<file path="src/rtl/counter_pkg.sv">
// Shared operation encoding and priority decode for the up/down counter family.
package counter_pkg;

  typedef enum logic [2:0] {
    OP_HOLD,
    OP_CLR,
    OP_LOAD,
    OP_INC,
    OP_DEC
  } counter_op_e;

  // clr beats load beats counting; inc and dec together cancel to a hold.
  function automatic counter_op_e decode_op(input logic clr, input logic load,
                                            input logic inc, input logic dec);
    if (clr)              return OP_CLR;
    else if (load)        return OP_LOAD;
    else if (inc && !dec) return OP_INC;
    else if (dec && !inc) return OP_DEC;
    else                  return OP_HOLD;
  endfunction

endpackage

</file>
<file path="src/rtl/counter_step_alu.sv">
// Combinational next-value and boundary detection for counting ops (wrap or saturate).
module counter_step_alu
  import counter_pkg::*;
#(
  parameter int          WIDTH = 16,
  parameter logic [63:0] STEP  = 64'd1
) (
  input  logic [WIDTH-1:0] q,
  input  counter_op_e      op,
  input  logic             sat,
  output logic [WIDTH-1:0] next_q,
  output logic             boundary
);

  localparam logic [WIDTH:0] STEP_EXT = (WIDTH+1)'(STEP);

  // The extra top bit is the carry (up) or borrow (down) that marks a boundary.
  logic [WIDTH:0] sum;
  logic [WIDTH:0] diff;

  assign sum  = {1'b0, q} + STEP_EXT;
  assign diff = {1'b0, q} - STEP_EXT;

  always_comb begin
    // NOTE: defaults first so every path assigns both outputs and no latch is inferred.
    next_q   = q;
    boundary = 1'b0;
    case (op)
      OP_INC: begin
        boundary = sum[WIDTH];
        next_q   = (sum[WIDTH] && sat) ? '1 : sum[WIDTH-1:0];
      end
      OP_DEC: begin
        boundary = diff[WIDTH];
        next_q   = (diff[WIDTH] && sat) ? '0 : diff[WIDTH-1:0];
      end
      default: ;
    endcase
  end

endmodule

</file>
<file path="src/rtl/updown_counter.sv">
// Parametrised up/down counter with clear, load, wrap/saturate, boundary pulse and sticky overflow.
module updown_counter
  import counter_pkg::*;
#(
  parameter int             WIDTH     = 16,
  parameter logic [63:0]    STEP      = 64'd1,
  parameter logic [WIDTH-1:0] RESET_VAL = '0
) (
  input  logic             clk,
  input  logic             reset_n,
  input  logic             clr,
  input  logic             load,
  input  logic [WIDTH-1:0] d,
  input  logic             inc,
  input  logic             dec,
  input  logic             sat,
  output logic [WIDTH-1:0] Q,
  output logic             tc,
  output logic             ovf
);

  counter_op_e      op;
  logic [WIDTH-1:0] alu_q;
  logic             alu_boundary;

  assign op = decode_op(clr, load, inc, dec);

  counter_step_alu #(
    .WIDTH (WIDTH),
    .STEP  (STEP)
  ) u_alu (
    .q        (Q),
    .op       (op),
    .sat      (sat),
    .next_q   (alu_q),
    .boundary (alu_boundary)
  );

  always_ff @(posedge clk or negedge reset_n) begin
    // NOTE: registered state uses non-blocking assignments so all flops update together.
    if (!reset_n) begin
      Q   <= RESET_VAL;
      tc  <= 1'b0;
      ovf <= 1'b0;
    end else begin
      case (op)
        OP_CLR: begin
          Q   <= RESET_VAL;
          tc  <= 1'b0;
          ovf <= 1'b0;
        end
        OP_LOAD: begin
          Q  <= d;
          tc <= 1'b0;
        end
        default: begin
          Q  <= alu_q;
          tc <= alu_boundary;
          if (alu_boundary) ovf <= 1'b1;
        end
      endcase
    end
  end

endmodule

</file>
<file path="config.mk">
export PLATFORM = sky130hd
export DESIGN_NAME = updown_counter
export DESIGN_NICKNAME = d
export VERILOG_FILES = /design/src/rtl/counter_pkg.sv /design/src/rtl/counter_step_alu.sv /design/src/rtl/updown_counter.sv
export SDC_FILE = /design/constraint.sdc
export NUM_CORES = 1
export LEC_CHECK = 0
export BUFFER_PORTS_ARGS = -buffer_cell sky130_fd_sc_hd__buf_2
export CAP_MARGIN = 20
export CORE_AREA = 5 5 72 74
export DETAILED_ROUTE_END_ITERATION = 12
export DIE_AREA = 0 0 77 79
export GPL_TIMING_DRIVEN = 0
export PLACE_DENSITY = 0.6
export SLEW_MARGIN = 20
export SYNTH_ARGS = -nofsm -noshare
export SYNTH_HDL_FRONTEND = slang
export SYNTH_SLANG_ARGS = --single-unit
export TNS_END_PERCENT = 30
</file>
<file path="constraint.sdc">
create_clock -name clk -period 2.3 [get_ports clk]
set_input_delay 0.345 -clock clk [delete_from_list [all_inputs] [get_ports clk]]
set_output_delay 0.345 -clock clk [all_outputs]
set_load 0.01 [all_outputs]
</file>
==> metrics.md <==
| Metric | Value |
|---|---|
| RSZ-0062 raised after global routing | yes |
| FMAX | roughly 460 MHz |
| Rows | 25 |
| Total wire length | 5870 um |
| Seq cells post-synth | 18 |
| Total power | just over 1 mW |
| Post-route ant nets | 0 |
| Worst r2r path cells | 6 |
| CP endpoint | Q[2] |
| N_diodes | 0 |
| Worst-path clk slew | around 0.08 ns |
| Rel. slew slack | 54.7% |
| CTS Root Cell | clkbuf_8 |
| Critical R2R Capture | Q[2] |
| Die ar. | roughly 6100 um2 |
| Critical path fanouts, max | 9 |
| Sequential area share after synthesis | 26.1% |
| Crit Reg-Reg Startpoint | Q[9] |
| Largest cells by area after synthesis | dfrtp_1, nand2_1, nand3_1 |
| Commonest non-fill, non-tap cell in the layout | buf_2 |
| Drt first pass iters | 4 |
| Routed vias/inst | a little over 6 |
| CP Launch Point | Q[9] |
| Hold buffer count at CTS | 0 |
| CP cell instances | buf_2 > nand4_1 > or3_1 > nor2_4 > o21ai_0 > a211oi_1 |
| Flop2flop setup slack | between 0.1 and 0.15 ns |
| EDFF count, synth | 0 |
| Critical Path RT | between 2 and 2.5 ns |
| Netlist Area Pre-Place | between 1500 and 2000 um2 |
| Yosys warns | 0 |
| Worst Hold Class | input pin to asynchronous set/reset pin |
| DRT iter0 DRCs | between 200 and 250 |
| Skew final | ~0.0069 ns |
| WP buf/inv | 1 |
| GRT Util Overall | between 20% and 30% |
| Final Hold Slack | 0.0159 ns |
| Post-Syn Instances | between 200 and 250 |
| Tcrit/Tclk final | about 94% |
| Grt ovf | 0 |
| Slew Limit Fails | 0 |
| H-tree depth | 1 |
| Syn Nets | 243 |
| Die Span X | approximately 77 um |
| Vias in the first global route | 1931 |
| Initial antenna violation count | 0 |
| First-pass GRT wire length | about 10000 um |
| Vias | between 1500 and 2000 |
| Area growth, synth to finish | 21.1% |
| Post-Syn Area per Cell | a little under 8 um2 |
| CTS Sinks | 18 |
| HPWL Detailed | between 4000 and 5000 um |
| Max rail drop VDD | between 0.0002 and 0.00025 V |
| Critical path class | flip-flop to flip-flop |
| DRC | 0 |
| Cell with the largest stage delay on the worst path | or3_1 |
| Chip height | between 70 and 80 um |
| Final nets | between 200 and 300 |
| Largest net degree at the start of global routing | 19 |
| Slew of the pin with the lowest slew margin | approximately 0.68 ns |
| Static Leak | a little under 0.9 nW |
| Synth Flop Type | dfrtp_1 |
| Post-synth top area cell | dfrtp_1 |
| Worst setup SP type | flip-flop |
| Total negative slack | 0 ns |
| CTS buffer count | 3 |
| Worst setup EP type | flip-flop |
| Number of I/O port buffers | 38 |
| Post-synth cell types | 57 |
| Final Hold Fails | 0 |
| CTS tree | yes |
| Most frequent cells in the layout | buf_2, nand2_1, dfrtp_1 |
| DR WL/cell | 18.6 um |
| Gpl congestion | around 0.96 |
| Filler cells | between 400 and 500 |
| Starting Density | between 30% and 40% |
| Final setup viols | 0 |
| Cell Pwr Density | roughly 490 nW/um2 |
| Slowest stage delay, CP | 0.55 ns |
| Worst-skew pair later-pin latency | 0.26 ns |
| CP Data Arrival Time | 2.30 ns |
| Share of layout cells above drive strength 1 | between 20% and 30% |
| Tmin final | between 2 and 2.5 ns |
| Core Util, Final | 46.1% |
| CTS max path bufs | 2 |
| Worst path top cell family by delay | simple AND/OR/NAND/NOR gates |
| Status | complete, no violations |
| MaxCap Viol Count | 0 |
| Post-synth ARST share | 100% |
| Num ports | slightly above 40 |
| Synth top area share | approximately a quarter |
| Core Area | 4540 um2 |
| Crit. path cell count | 6 |
layout make-up:
cell class | instances | area, um2 | area share [%]
plain buffers | 18 | 82.6 | 3.95
clock buffers | 3 | 41.3 | 1.98
inverters | 6 | 22.5 | 1.08
multi-input cells | 176 | 1220 | 58.3
flip-flops and latches | 18 | 453 | 21.7
well taps | 54 | 67.6 | 3.23
repair buffers | 40 | 205 | 9.82
sequential cells by signal, indices dropped and copies added (netlist names):
register / count
Q: 16
ovf: 1
tc: 1
power by group:
| group | internal, mW | switching, mW |
|---|---|---|
| Clock | 0.117 | 0.117 |
| Combinational | 0.163 | 0.244 |
| Sequential | 0.343 | 0.0321 |
cells in the mapped netlist (2+ instances only):
cell,n
a21o_1,2
dfrtp_1,18
a221oi_1,2
and4_1,3
nor3_1,6
inv_1,6
or2_2,2
o21ai_0,11
o311ai_0,3
o2111ai_1,3
a31oi_1,5
xnor2_1,7
nand2b_1,4
mux2_2,2
a211oi_1,3
o21a_1,4
a221o_1,3
nand2_1,19
nor4_1,3
o22ai_1,2
buf_2,9
o31a_1,3
nor2_1,15
a22oi_1,6
o21ai_1,2
a222oi_1,2
ha_1,2
nor2b_1,2
a21oi_1,11
clkbuf_1,8
and3_1,4
or3_1,3
o211ai_1,2
nand3_1,13
nor4_4,2
nand4_1,5
what timing repair did:
action                                  in CTS  in global routing
resized for setup                            1                 10
endpoints found under the hold margin        0                  0
endpoints found under the setup margin       4                 16
setup buffers                                0                  2
logic make-up after synthesis:
group                    share of synthesized area [%]
AO/OA/AOI/OAI                                     29.4
XOR/XNOR                                          4.06
adder cells (fa/ha/maj)                           1.45
buffers and inverters                             6.09
flip-flops                                        26.1
multiplexers                                      1.31
AND/OR/NAND/NOR                                   31.5
routing by layer:
metal	up-vias	track usage [%]	share of wire (%)
met5	-	0	0
li1	933	-	-
met3	7	2.61	6.3
met2	64	33.0	48
met4	0	6.01	1.1
met1	912	27.3	45
worst reg2reg max path, delay by kind of cell, from the launching register on:
kind	cells	cell delay (ns)
AND/OR/NAND/NOR	3	1.07
AO/OA/AOI/OAI	2	0.38
flip-flops	1	0.35
buffers and inverters	1	0.26
worst min path at each step:
stage	start	end	slack, ns	cells past startpoint
4_1_cts	reset_n	Q[13]	0.04	1
2_1_floorplan	reset_n	Q[0]	0.05	0
5_1_grt	reset_n	Q[3]	0.06	1
3_3_place_gp	reset_n	Q[9]	0.32	1
3_5_place_dp	reset_n	Q[14]	0.32	1
6_report	reset_n	Q[13]	0.02	1
metrics by stage:
step / instance area (um2) / cells / setup WS [ns]
floorplan: 1730 / 218 / 0.278
global placement: 1980 / 310 / -0.0556
detailed placement: 1980 / 310 / -0.0290
CTS: 2030 / 313 / 0.000272
global route: 2090 / 315 / -0.0304
finish: 2090 / 315 / 0.148
Note: power is estimated with default switching activity, not from simulation.
